`src/rtl/mac_sequencer.sv`:
```
`default_nettype none
// ----------------------------------------------------------------------------
// mac_sequencer: streams weight/input/bias beats into a MAC PE, collects results
// Revision 1.0
// ----------------------------------------------------------------------------
module mac_sequencer #(
  parameter int DataWidth      = 32,
  parameter int LenWidth       = 8,
  parameter int MaxOutstanding = 16
) (
  input  logic                 clk,
  input  logic                 aclr,
  input  logic                 Start,
  input  logic [LenWidth-1:0]  Len,
  input  logic [DataWidth-1:0] Bias,
  output logic                 Busy,
  output logic                 Done,
  input  logic                 W_SrcValid,
  output logic                 W_SrcRdy,
  input  logic [DataWidth-1:0] W_SrcData,
  input  logic                 I_SrcValid,
  output logic                 I_SrcRdy,
  input  logic [DataWidth-1:0] I_SrcData,
  output logic                 W_DataOutValid,
  input  logic                 W_DataOutRdy,
  output logic [DataWidth-1:0] W_DataOut,
  output logic                 I_DataOutValid,
  input  logic                 I_DataOutRdy,
  output logic [DataWidth-1:0] I_DataOut,
  output logic                 O_DataOutValid,
  input  logic                 O_DataOutRdy,
  output logic [DataWidth-1:0] O_DataOut,
  input  logic                 R_DataInValid,
  output logic                 R_DataInRdy,
  input  logic [DataWidth-1:0] R_DataIn,
  output logic                 Res_Valid,
  output logic [DataWidth-1:0] Res_Data,
  output logic [LenWidth-1:0]  Res_Idx
);

  typedef enum logic [1:0] {
    IDLE   = 2'd0,
    ISSUE  = 2'd1,
    DRAIN  = 2'd2,
    FINISH = 2'd3
  } state_t;

  // One extra bit so a job of 2^LenWidth-1 elements never wraps.
  localparam int                  CntWidth = LenWidth + 1;
  localparam logic [CntWidth-1:0] MaxOut   = CntWidth'(MaxOutstanding);

  state_t                 state;
  state_t                 state_nxt;
  logic [LenWidth-1:0]    len_q;
  logic [DataWidth-1:0]   bias_q;
  logic [CntWidth-1:0]    issued;
  logic [CntWidth-1:0]    received;
  logic [CntWidth-1:0]    issued_nxt;
  logic [CntWidth-1:0]    received_nxt;
  logic [CntWidth-1:0]    outstanding;
  logic [CntWidth-1:0]    len_ext;
  logic                   in_job;
  logic                   issue_beat;
  logic                   result_beat;
  logic                   job_start;

  assign len_ext      = {1'b0, len_q};
  assign outstanding  = issued - received;
  assign in_job       = (state == ISSUE) || (state == DRAIN);
  assign job_start    = (state == IDLE) && Start;

  // All three PE streams and both sources advance together or not at all.
  assign issue_beat   = (state == ISSUE) && (issued < len_ext) &&
                        W_SrcValid && I_SrcValid &&
                        W_DataOutRdy && I_DataOutRdy && O_DataOutRdy &&
                        (outstanding < MaxOut);
  assign result_beat  = in_job && R_DataInValid;

  assign issued_nxt   = issued   + {{LenWidth{1'b0}}, issue_beat};
  assign received_nxt = received + {{LenWidth{1'b0}}, result_beat};

  assign W_SrcRdy       = issue_beat;
  assign I_SrcRdy       = issue_beat;
  assign W_DataOutValid = issue_beat;
  assign I_DataOutValid = issue_beat;
  assign O_DataOutValid = issue_beat;
  assign W_DataOut      = W_SrcData;
  assign I_DataOut      = I_SrcData;
  assign O_DataOut      = bias_q;

  always_ff @(posedge clk) begin
    if (aclr) begin
      state <= IDLE;
    end else begin
      state <= state_nxt;
    end
  end

  always_comb begin
    state_nxt   = state;
    Busy        = 1'b0;
    Done        = 1'b0;
    R_DataInRdy = 1'b0;
    case (state)
      IDLE: begin
        if (Start) begin
          state_nxt = (Len == '0) ? FINISH : ISSUE;
        end
      end
      ISSUE: begin
        Busy        = 1'b1;
        R_DataInRdy = 1'b1;
        // A final result can land in the same cycle as the last issue.
        if (issued_nxt == len_ext) begin
          state_nxt = (received_nxt == len_ext) ? FINISH : DRAIN;
        end
      end
      DRAIN: begin
        Busy        = 1'b1;
        R_DataInRdy = 1'b1;
        if (received_nxt == len_ext) begin
          state_nxt = FINISH;
        end
      end
      FINISH: begin
        Done      = 1'b1;
        state_nxt = IDLE;
      end
      default: state_nxt = IDLE;
    endcase
  end

  always_ff @(posedge clk) begin
    if (aclr) begin
      len_q     <= '0;
      bias_q    <= '0;
      issued    <= '0;
      received  <= '0;
      Res_Valid <= 1'b0;
      Res_Data  <= '0;
      Res_Idx   <= '0;
    end else begin
      Res_Valid <= result_beat;
      if (result_beat) begin
        Res_Data <= R_DataIn;
        Res_Idx  <= received[LenWidth-1:0];
      end
      if (job_start) begin
        len_q    <= Len;
        bias_q   <= Bias;
        issued   <= '0;
        received <= '0;
      end else begin
        issued   <= issued_nxt;
        received <= received_nxt;
      end
    end
  end

endmodule
`default_nettype wire

```
`config.mk`:
```
export PLATFORM = sky130hd
export DESIGN_NAME = mac_sequencer
export DESIGN_NICKNAME = d
export VERILOG_FILES = /design/src/rtl/mac_sequencer.sv
export SDC_FILE = /design/constraint.sdc
export NUM_CORES = 1
export LEC_CHECK = 0
export CORE_MARGIN = 2
export CORE_UTILIZATION = 35
export CTS_CLUSTER_SIZE = 10
export DETAILED_ROUTE_END_ITERATION = 8
export PLACE_DENSITY = 0.86
export RECOVER_POWER = 25
export SLEW_MARGIN = 20
export SYNTH_ARGS = -nofsm -noshare
export SYNTH_HDL_FRONTEND = slang
export SYNTH_SLANG_ARGS = --single-unit
```
`constraint.sdc`:
```
create_clock -name clk -period 3.9 [get_ports clk]
set_input_delay 0.39 -clock clk [delete_from_list [all_inputs] [get_ports clk]]
set_output_delay 0.39 -clock clk [all_outputs]
set_load 0.005 [all_outputs]
```
==> metrics.csv <==
metric;value;unit
synthesis.instances;621;
synth.largest_area_cell;sky130_fd_sc_hd__dfxtp_1;
report.power.total;3.45;mW
io_pins;290;
floorplan.die.width;123;um
max_stage_delay;0.43;ns
placement.cell_area;6360;sq um
cellLeakagePower;2.51;nW
synth-seq-cells;101;
track_usage;0.169;
number_of_enable_type_register_cells_in_the_synthesized_netlist;0;
ctsRootBufferMaster;sky130_fd_sc_hd__clkbuf_16;
row_count;43;
ff2ff_setup_slack;-0.13;ns
route.final.wire_length;12900;um
grt.busiest_layer;met2;
synth-warning-count;0;
timing.final.ws_setup;-0.127;ns
route.detailed.vias_per_inst;4.79;
rsz0062_at_grt;true;
setup_tns;-0.229;ns
synth_area_per_cell;7.97;sq um
max_clock_freq;0.248;GHz
use_met3;0.0613;
timing.critical_path.fanout_max;3;
max_slew_margin;0.575;
antenna_left;0;
synth_largest_type_area_fraction;0.409;
htree_num_levels;3;
crit-reg2reg-capture;state[1]$_SDFFE_PP0P_;
post-route-cell-area;6810;sq um
drt_iter0_markers;211;
global_route.usage.met2;0.284;
via_count;4351;
post_cts_hold_buffer_count;0;
slew_viol_final;0;
antenna_found_initial;0;
worstRegToRegCells;21;
ir_drop;348;uV
io_buffer_count;161;
cts_tree;yes;
failing_checks;setup timing;
core_area;13800;sq um
critPathSlowestCell;sky130_fd_sc_hd__o41a_1;
slew_at_the_pin_closest_to_its_max_slew_limit;0.638;ns
worst_hold_path.endpoint;O_DataOut[21]$_SDFFE_PP0P_;
synthFlopType;sky130_fd_sc_hd__dfxtp_1;
distinct_cell_type_count_after_synthesis;40;
power-per-cell-area;506;nW/um^2
cp-end-kind;flop;
cts_buffers;9;
critPathRequiredTime;4.16;ns
grt_pass1_vias;4152;
post_route_cells_drive_above_1_share;0.0974;
flow.area_growth_from_synthesis;37.6;%
worst_clock_skew;0.00954;ns
synth-seq-area-share;0.409;
clk_pin_slew;0.07;ns
worstReg2RegStart;received[1]$_SDFF_PP0_;
finish.net_count;892;
period_needed;4.03;ns
synth.most_common_cell;sky130_fd_sc_hd__nand2_1;
run_status;finished with violations;
globalplace.congestion;0.929;
routedWlPerCell;14.1;um
critPathKind;reg -> reg;
synthesis.area;4950;sq um
hold_start;O_DataOut[21]$_SDFFE_PP0P_;
timing.critical_path.cells;inv_2 -> ha_4 -> a21o_1 -> a21o_1 -> a21oi_2 -> nand2b_4 -> a21oi_4 -> o21bai_4 -> a221oi_4 -> ha_2 -> ha_4 -> and3_4 -> buf_6 -> o21ai_2 -> a31oi_1 -> nand4_1 -> o41a_1 -> a221oi_4 -> buf_4 -> nor2_1 -> a311oi_1;
max-cap-violations;0;
diodes;0;
postSynthNetCount;789;
critPathArrivalTime;4.29;ns
grt_overflow_total;0;
die_h;123;um
clock_latency;0.35;ns
async_reset_ff_frac;0;
finalSetupViolCount;2;
hpwlAfterDp;9480;um
design.die.area;15100;sq um
synthTopCellsByCount;sky130_fd_sc_hd__nand2_1 (171), sky130_fd_sc_hd__dfxtp_1 (101), sky130_fd_sc_hd__a21oi_1 (88);
worst_slack_after_detailed_placement;-0.0422;ns
drtPass1Iterations;6;
critical-path-top-delay-family;compound AO/OA/AOI/OAI gates;
grt_start_max_net_pins;46;
hold_depth;2;
cts.sink_count;101;
final_hold_viol_count;0;
timing.critical_path.buf_inv;3;
synth.top_cells.by_area;sky130_fd_sc_hd__dfxtp_1 (41%), sky130_fd_sc_hd__nand2_1 (13%), sky130_fd_sc_hd__buf_4 (11%), sky130_fd_sc_hd__a21oi_1 (8.9%), sky130_fd_sc_hd__ha_1 (5.8%);
startpoint_type;flop;
min_path_type;reg -> reg;
fin_crit_sh;1.03;
grt_pass1_wl;20100;um
gr-usage-met1;0.192;
floorplan.initialDensity;0.358;
detail_route.drc_violations;0;
cts-root-to-sink-buffers;2;
-- placed cells by master (no fill, tap or decap), drive strengths merged, types with 8 or more instances in the layout --
cell type / count
clkdlybuf4s50: 160
inv: 21
xnor2: 24
ha: 23
buf: 31
dfxtp: 101
nand2: 171
a21oi: 88
clkbuf: 10
nor2: 25
nand2b: 8
-- flip-flops by register name, indices dropped and copies added, names as in the netlist --
signal / flops
O_DataOut: 32
Res_Idx: 8
received: 9
issued: 9
Res_Valid: 1
state: 2
Res_Data: 32
len_q: 8
-- metal layers --
metal | share of wire | vias up
met2 | 0.49 | 179
li1 | - | 2160
met4 | 0.024 | 0
met1 | 0.39 | 1980
met3 | 0.091 | 32
met5 | 0 | -
-- per-stage QoR --
| stage | utilization | hold slack, ns | std cells |
|---|---|---|---|
| global placement | 0.460 | 0.441 | 886 |
| finish | 0.492 | 0.452 | 909 |
| floorplan | - | 0.450 | 621 |
| detailed placement | 0.460 | 0.446 | 886 |
| CTS | 0.488 | 0.455 | 905 |
| global route | 0.492 | 0.466 | 909 |
-- final cells by class --
class                           instances  area (sq um)
Clock buffer                           10           239
Sequential cell                       101          2030
Clock inverter                          6          70.1
Tap cell                              180           225
Inverter                               19          71.3
Multi-Input combinational cell        402          2340
Fill cell                            1290          7020
Timing Repair Buffer                  191          1840
-- worst min-delay path, delay by kind of cell (launching register included) --
family | cells | cell delay [ns]
simple gates | 1 | 0.05
flops | 1 | 0.31
compound gates | 1 | 0.05
-- how the worst max path moves through the flow --
stage,startpoint,cells after the start,endpoint,slack (ns)
global placement,received[1]$_SDFF_PP0_,18,state[0]$_SDFFE_PP0P_,0.04
finish,received[1]$_SDFF_PP0_,21,state[1]$_SDFFE_PP0P_,-0.13
floorplan,received[1]$_SDFF_PP0_,19,state[0]$_SDFFE_PP0P_,0.01
detailed placement,received[1]$_SDFF_PP0_,18,state[0]$_SDFFE_PP0P_,-0.04
CTS,received[1]$_SDFF_PP0_,19,state[0]$_SDFFE_PP0P_,-0.07
global route,received[1]$_SDFF_PP0_,21,state[1]$_SDFFE_PP0P_,-0.35
-- cells by family after synthesis --
kind of cell,synth area share
AOI/OAI and AO/OA,0.125
xor gates and xnor gates,0.0620
adders and majority gates,0.0582
buffers and inverters,0.143
DFF,0.409
and+or+nand+nor,0.203
-- power breakdown --
part	internal [mW]	switching (mW)
Clock	0.521	0.407
Combinational	0.613	0.647
Sequential	1.18	0.0800
-- timing repair --
action                                  4_1_cts  5_1_grt
resized for setup                             6        9
pin swaps                                    14       18
endpoints found under the setup margin        2        2
setup buffers                                 3        4
Note: power is estimated with default switching activity, not from simulation.
